--- src/rtl/libv_base_smult_pipe.sv ---
// Multi-lane pipelined signed fractional multiplier with valid/ready on both sides.
// Each lane saturates min*min, then truncates or rounds half up to WO bits.
module libv_base_smult_pipe #(
   parameter int LANES = 4,
   parameter int WIA   = 8,
   parameter int WIB   = 8,
   parameter int WO    = 8,
   parameter int LAT   = 2,
   parameter int RND   = 0
) (
   input  logic                   clk,
   input  logic                   rst_n,
   input  logic                   in_valid,
   output logic                   in_ready,
   input  logic [LANES*WIA-1:0]   a,
   input  logic [LANES*WIB-1:0]   b,
   output logic                   out_valid,
   input  logic                   out_ready,
   output logic [LANES*WO-1:0]    o,
   output logic [LANES-1:0]       ovf,
   output logic                   ovf_sticky,
   input  logic                   ovf_clr
);

   localparam int N = WIA + WIB;
   localparam int D = N - 1 - WO;
   localparam logic [WO-1:0]  P_MAX = {WO{1'b1}} >> 1;
   localparam logic [N-2:0]   L_MAX = {(N-1){1'b1}} >> 1;

   logic [LANES*WO-1:0] w_res;
   logic [LANES-1:0]    w_res_ovf;

   for (genvar i = 0; i < LANES; i++) begin : g_lane
      logic signed [N-1:0] w_a_ext;
      logic signed [N-1:0] w_b_ext;
      logic signed [N-1:0] w_p;
      logic                w_lim_ovf;
      logic [N-2:0]        w_lim;
      logic [WO-1:0]       w_trunc;
      logic                w_unused_lsbs;

      assign w_a_ext   = N'($signed(a[i*WIA +: WIA]));
      assign w_b_ext   = N'($signed(b[i*WIB +: WIB]));
      assign w_p       = w_a_ext * w_b_ext;
      // Only min*min can disagree in the top two bits.
      assign w_lim_ovf = w_p[N-1] ^ w_p[N-2];
      assign w_lim     = w_lim_ovf ? L_MAX : w_p[N-2:0];
      assign w_trunc   = w_lim[N-2 -: WO];
      assign w_unused_lsbs = ^w_lim;

      if (RND != 0 && D > 0) begin : g_rnd
         logic w_half;
         logic w_sat;
         assign w_half = w_lim[D-1];
         // Rounding up can only overflow from the positive maximum.
         assign w_sat  = w_half && (w_trunc == P_MAX);
         assign w_res[i*WO +: WO] = w_sat ? P_MAX : w_trunc + WO'(w_half);
         assign w_res_ovf[i]      = w_lim_ovf | w_sat;
      end else begin : g_trunc
         assign w_res[i*WO +: WO] = w_trunc;
         assign w_res_ovf[i]      = w_lim_ovf;
      end
   end

   logic [LAT-1:0]                 w_vld;
   logic [LAT-1:0][LANES*WO-1:0]   w_data;
   logic [LAT-1:0][LANES-1:0]      w_ovf;
   logic [LAT-1:0]                 w_rdy;

   for (genvar k = 0; k < LAT; k++) begin : g_stage
      logic                r_vld;
      logic [LANES*WO-1:0] r_data;
      logic [LANES-1:0]    r_ovf;
      logic                w_prev_vld;
      logic [LANES*WO-1:0] w_prev_data;
      logic [LANES-1:0]    w_prev_ovf;

      if (k == 0) begin : g_first
         assign w_prev_vld  = in_valid;
         assign w_prev_data = w_res;
         assign w_prev_ovf  = w_res_ovf;
      end else begin : g_next
         assign w_prev_vld  = w_vld[k-1];
         assign w_prev_data = w_data[k-1];
         assign w_prev_ovf  = w_ovf[k-1];
      end

      // A stage can load if it or any stage after it has a hole, or the tail drains.
      assign w_rdy[k]  = out_ready | ~(&w_vld[LAT-1:k]);
      assign w_vld[k]  = r_vld;
      assign w_data[k] = r_data;
      assign w_ovf[k]  = r_ovf;

      // NOTE: data registers are reset as well, because o and ovf must read 0 out of reset.
      always_ff @(posedge clk or negedge rst_n) begin
         if (!rst_n) begin
            r_vld  <= 1'b0;
            r_data <= '0;
            r_ovf  <= '0;
         end else if (w_rdy[k]) begin
            // NOTE: non-blocking so every stage samples its predecessor's pre-edge value.
            r_vld <= w_prev_vld;
            if (w_prev_vld) begin
               r_data <= w_prev_data;
               r_ovf  <= w_prev_ovf;
            end
         end
      end
   end

   logic r_sticky;

   always_ff @(posedge clk or negedge rst_n) begin
      if (!rst_n) begin
         r_sticky <= 1'b0;
      end else if (out_valid && out_ready && (|ovf)) begin
         r_sticky <= 1'b1;
      end else if (ovf_clr) begin
         r_sticky <= 1'b0;
      end
   end

   assign in_ready   = w_rdy[0];
   assign out_valid  = w_vld[LAT-1];
   assign o          = w_data[LAT-1];
   assign ovf        = w_ovf[LAT-1];
   assign ovf_sticky = r_sticky;

endmodule

--- config.mk ---
export PLATFORM = sky130hd
export DESIGN_NAME = libv_base_smult_pipe
export DESIGN_NICKNAME = d
export VERILOG_FILES = /design/src/rtl/libv_base_smult_pipe.sv
export SDC_FILE = /design/constraint.sdc
export NUM_CORES = 1
export LEC_CHECK = 0
export CORE_MARGIN = 2
export CORE_UTILIZATION = 40
export CTS_BUF_LIST = sky130_fd_sc_hd__clkbuf_4 sky130_fd_sc_hd__clkbuf_8
export CTS_CLUSTER_DIAMETER = 150
export CTS_CLUSTER_SIZE = 24
export DETAILED_ROUTE_END_ITERATION = 10
export PLACE_DENSITY = 0.7
export SLEW_MARGIN = 5
export SYNTH_ARGS = -nofsm -noshare
export SYNTH_HDL_FRONTEND = slang
export SYNTH_SLANG_ARGS = --single-unit
--- constraint.sdc ---
create_clock -name clk -period 1.6 [get_ports clk]
set_clock_uncertainty 0.1 [all_clocks]
set_input_delay 0.48 -clock clk [delete_from_list [all_inputs] [get_ports clk]]
set_output_delay 0.48 -clock clk [all_outputs]
set_load 0.005 [all_outputs]
**Word-level counts from Yosys, hierarchy flattened**

Index checks and enable logic that the tools add are counted.

- Multipliers: 4
- Multiplexer cells: 6
- Bitwise operators: 8
- Reduce and logical (&&, ||, !) cells: 7

Operators by type and width:

| operator | number |
|---|---|
| 8-bit by 8-bit multiplier with 16-bit output | 4 |
| 15-bit two-way mux | 4 |
| 2-bit AND reduction | 3 |
| 4-bit OR reduction | 1 |
| 1-bit XOR | 4 |
| 1-bit logical AND | 2 |
| 1-bit two-way mux | 2 |
| 1-bit NOT | 2 |
| 1-bit bitwise OR | 2 |
| 2-bit nonzero test | 1 |

- Bits in registers: 75
- Input bits: 69

**Depth between registers and ports, before layout**

- Depth after elaboration: 4
- Depth in mapped cells: 20

**Worst setup path before layout**

No wires, ideal clock.

- Path type: input to register
- Start: input a[13]
- End: register g_stage[0].r_data[10]
- Library setup time: 136 ps
- Arrival time: 4897 ps
- Slack: -3533 ps
- Cell stages on the path: 19
- Path buffers: 0
- Cell sequence: and2_1 > fa_1 > inv_1 > fa_1 > inv_1 > fa_1 > inv_1 > fa_1 > inv_1 > ha_1 > nand3_1 > o2111ai_1 > o211a_1 > or3_1 > a31oi_1 > xnor2_1 > ha_1 > nor2_1 > a21oi_1

- Word-level cells in the longest chain between the ends: 3

Ends and longest elaborated chain:

| item | line | source |
|---|---|---|
| start: declaration | 15 | `input logic [LANES*WIA-1:0] a,` |
| 8-bit by 8-bit multiplier with 16-bit output | 44 | `assign w_p = w_a_ext * w_b_ext;` |
| 1-bit XOR | 46 | `assign w_lim_ovf = w_p[N-1] ^ w_p[N-2];` |
| via g_lane[1].w_lim_ovf | 37 | `logic w_lim_ovf;` |
| 15-bit two-way mux | 47 | `assign w_lim = w_lim_ovf ? L_MAX : w_p[N-2:0];` |
| end signal: assignment | 104 | `r_data <= w_prev_data;` |
| end: declaration | 72 | `logic [LANES*WO-1:0] r_data;` |

The timed path passes the listed nets, and every way through them passes these cells.
A chain may end at the register's enable or synchronous reset.

**Final worst setup path**

- Start: input b[10]
- End: register g_stage[0].r_data[10]

- Word-level cells in the longest chain between the ends: 3

Ends and longest elaborated chain:

| item | line | source |
|---|---|---|
| start: declaration | 16 | `input logic [LANES*WIB-1:0] b,` |
| 8-bit by 8-bit multiplier with 16-bit output | 44 |  |
| 1-bit XOR | 46 |  |
| via g_lane[1].w_lim_ovf | 37 |  |
| 15-bit two-way mux | 47 |  |

The timed path passes the listed nets, and every way through them passes these cells.

==> impl_metrics.toml <==
[routing]
wl_mm = 27.8
vias_per_cell = 4.64
ant_nets = 0
drt_iter0_drc = 301
drtPass1Iterations = 5
routedWlPerCell_um = 13.6
vias = 9487
drc = 0

[layout]
drive_gt1_frac = 0.324
num_antenna_cells = 0
fin_nets = 2037
syn2layout_area_growth_pct = 35.5

[run_status]
status = "complete, but fails checks"
violations = "negative setup slack"

[worst_setup_path]
worst_path_largest_cell_delay_ns = 0.55
start_kind = "input port"
critPathMaxFanout = 6
cp_slowest_cell = "fa_1"
cp.arrival_ns = 5.01
critPathBufInv = 5
path_cells = "buf_8, and2_4, fa_1, inv_2, fa_1, inv_1, fa_1, inv_1, fa_1, inv_2, ha_4, nand4b_1, o2111ai_2, o211a_1, or3_4, a31oi_4, xnor2_2, ha_4, nor2_4, a21oi_2"
end_kind = "register"
cp_common_cell = "fa_1"
critPathRequiredTime_ns = 1.71
cp_top_family = "adder cells"
worst-setup-path-type = "input port to register"

[yosys]
yosysWarnings = 0
synthArstFlopShare = 1.00
syn_area_per_cell_um2 = 9.62
synth_edf_count = 0
ys_seq_elements = 75
ys_seq_area_frac = 0.153
syn-num-nets = 1668
netlist_area_um2 = 12300
synth.distinct_cells = 46
synthCells = 1275
synth_ff_type = "dfrtp_1"

[clock_tree]
path_clk_slew_ns = 0.08
numCtsBuffers = 9
cts_tree = "done"
cts.sinks = 75
htree_levels = 3
root_buffer = "clkbuf_8"
cts_hold_buf = 0
clockBufferDepth = 2
clk_latency_ns = 0.34

[power]
leakage_nw = 8.37
swShare = 0.436
clkPwrFrac = 0.059
p_int_mw = 17.2
switchingPower_mw = 13.3
power_density_nw_per_um2 = 1830
max-vdd-ir-drop_mv = 1.18
pwr-share-comb = 0.829
p_seq_frac = 0.112

[placement]
place_congestion = 0.905
hpwl_mm = 23.5
io_buffers = 107

[floorplan]
core_area_um2 = 30400
fp-row-count = 64
die-width_um = 179
dieArea_um2 = 32100
initial_core_util = 0.403
io_pins = 108
die_y_um = 179

[timing]
min_period_ns = 4.90
finalHoldViolCount = 0
finalMaxSlewViolations = 0
worst_slack_ns = -3.30
grt_setup_unrepaired = "yes"
setup_viol = 37
period_share = 3.06
tightest_slew_ns = 0.449
worst_slew_margin_rel = 0.701
fmax_ghz = 0.204
tns_ns = -113.79
hold-worst-slack_ns = 0.0146

[grt]
grt_util_all_layers = 0.183
grt_start_max_net_pins = 76
grt_antenna_before_repair = 0
gr-total-overflow = 0
grt_pass1_vias = 10293
grt_pass1_wl_mm = 47.5

[worst_hold_path]
min_path_type = "input port to async pin"

[job]
cap_violations = 0
final cells by class:
| cell class | instances | area [um^2] |
|---|---|---|
| repair buffers | 367 | 2990 |
| flip-flops and latches | 75 | 1880 |
| fillers | 2650 | 13800 |
| clock inverters | 4 | 97.6 |
| well taps | 396 | 495 |
| clock buffers | 12 | 153 |
| inverters | 309 | 1160 |
| multi-input cells | 882 | 9840 |
metrics by stage:
stage                     total power, mW  utilization  cell area [um^2]  std cells  worst slack [ns]
after global placement               23.0        0.516             15700       1998             -4.08
after detailed placement             23.6        0.516             15700       1998             -4.17
final                                30.4        0.546             16600       2045             -3.30
after global routing                 33.5        0.546             16600       2045             -3.45
after CTS                            28.0        0.535             16300       2033             -3.45
after floorplan                      15.8            -             12400       1275             -3.33
logic make-up (layout without fill, tap and decap cells):
logic type,count (synthesis),in the layout,share of synthesized area
AO/OA/AOI/OAI,102,102,0.0552
XOR/XNOR,60,60,0.0428
AND/OR/NAND/NOR,356,356,0.155
buffers and inverters,318,692,0.0973
flip-flops,75,75,0.153
adder cells (fa/ha/maj),324,324,0.460
multiplexers,40,40,0.0367
cell usage after synthesis, types with 2 or more instances:
| cell type | n | share of area |
|---|---|---|
| a2111o_1 | 2 | 0.0018 |
| a211o_1 | 5 | 0.0036 |
| a211oi_1 | 2 | 0.0012 |
| a21o_1 | 7 | 0.0043 |
| a21oi_1 | 40 | 0.016 |
| a31o_2 | 2 | 0.0014 |
| a31oi_1 | 6 | 0.0031 |
| and2_1 | 158 | 0.081 |
| and3_1 | 8 | 0.0041 |
| buf_1 | 2 | 0.00061 |
| clkbuf_1 | 7 | 0.0021 |
| dfrtp_1 | 75 | 0.15 |
| fa_1 | 212 | 0.35 |
| ha_1 | 112 | 0.11 |
| inv_1 | 309 | 0.095 |
| mux2_2 | 40 | 0.037 |
| nand2_1 | 90 | 0.028 |
| nand2b_1 | 12 | 0.0061 |
| nand3_1 | 2 | 0.00082 |
| nand3b_1 | 2 | 0.0012 |
| nand4_1 | 2 | 0.0010 |
| nor2_1 | 39 | 0.012 |
| nor2b_1 | 26 | 0.013 |
| nor3_1 | 8 | 0.0033 |
| nor4_1 | 3 | 0.0015 |
| o21a_1 | 2 | 0.0012 |
| o21ai_0 | 17 | 0.0069 |
| o21ai_1 | 2 | 0.00082 |
| o21bai_1 | 4 | 0.0024 |
| o31a_1 | 2 | 0.0014 |
| o41a_1 | 2 | 0.0018 |
| o41ai_2 | 2 | 0.0027 |
| or3_1 | 2 | 0.0010 |
| xnor2_1 | 42 | 0.030 |
| xor2_1 | 18 | 0.013 |
path summary, 6_finish.rpt:
path / start / end / slack [ns] / cells past startpoint
setup / recovery: b[10] / g_stage[0].r_data[10] / -3.30 / 20
hold / removal: rst_n / o[25] / 0.01 / 2
setup reg to reg: out_valid / g_stage[0].r_data[22] / -0.11 / 7
hold reg to reg: g_stage[0].r_ovf[2] / g_stage[0].r_ovf[2] / 0.38 / 2
max in group asynchronous: rst_n / ovf_sticky / 1.00 / 2
min in group clk: g_stage[0].r_ovf[2] / g_stage[0].r_ovf[2] / 0.38 / 2
layout by cell type (no fill, tap or decap), types with 4 or more instances in the layout:
cell type        synthesis  routed
buf_4                    0     243
nor3_1                   8       5
nor2b_1                 26      22
buf_8                    0       6
o21ai_1                  2       7
and2_4                   0      29
o21ai_2                  0       7
fa_1                   212     211
inv_1                  309     289
o21ai_0                 17       5
clkbuf_8                 0      10
nand2b_4                 0       5
nand2_2                  0       7
nor2_4                   0       4
mux2_2                  40      40
clkbuf_4                 0       5
buf_12                   0       5
a21oi_2                  0      25
and2_1                 158     129
nand2_1                 90      82
ha_4                     0      15
inv_2                    0      18
buf_6                    0      33
a211o_1                  5       5
clkbuf_2                 0      13
nand2b_1                12       7
ha_2                     0       4
and3_1                   8       8
xnor2_1                 42      40
buf_2                    0      28
dfrtp_1                 75      75
a21oi_1                 40      14
xor2_1                  18      18
clkdlybuf4s15_1          0      30
ha_1                   112      93
nor2_1                  39      35
a21o_1                   7       7
o21bai_1                 4       4
layer usage:
layer,up-vias,routed length (um),track usage
met5,-,0,0
met4,0,496,0.0393
met3,31,817,0.0233
met2,119,14300,0.327
met1,4721,12200,0.236
li1,4616,-,-
state kept, by name, summed over array words and instances, names as in the netlist:
name,cells
g_stage.r_data,32
ovf,4
o,32
g_stage.r_vld,1
ovf_sticky,1
g_stage.r_ovf,4
out_valid,1
power groups by stage:
| stage | Clock [mW] | Combinational, mW | Sequential [mW] |
|---|---|---|---|
| 3_5_place_dp | 0 | 20.2 | 3.44 |
| 4_1_cts | 1.84 | 22.8 | 3.41 |
| 6_report | 1.80 | 25.2 | 3.40 |
| 2_1_floorplan | 0 | 12.6 | 3.21 |
| 3_3_place_gp | 0 | 19.6 | 3.42 |
| 5_1_grt | 1.91 | 28.1 | 3.48 |
timing repair:
action / in CTS / in global routing
setup endpoints to repair: 111 / 83
buffers inserted: 19 / 11
gates cloned: 0 / 1
pin swaps: 80 / 64
gates resized for setup: 443 / 104
Power figures use the tool's default switching activity.
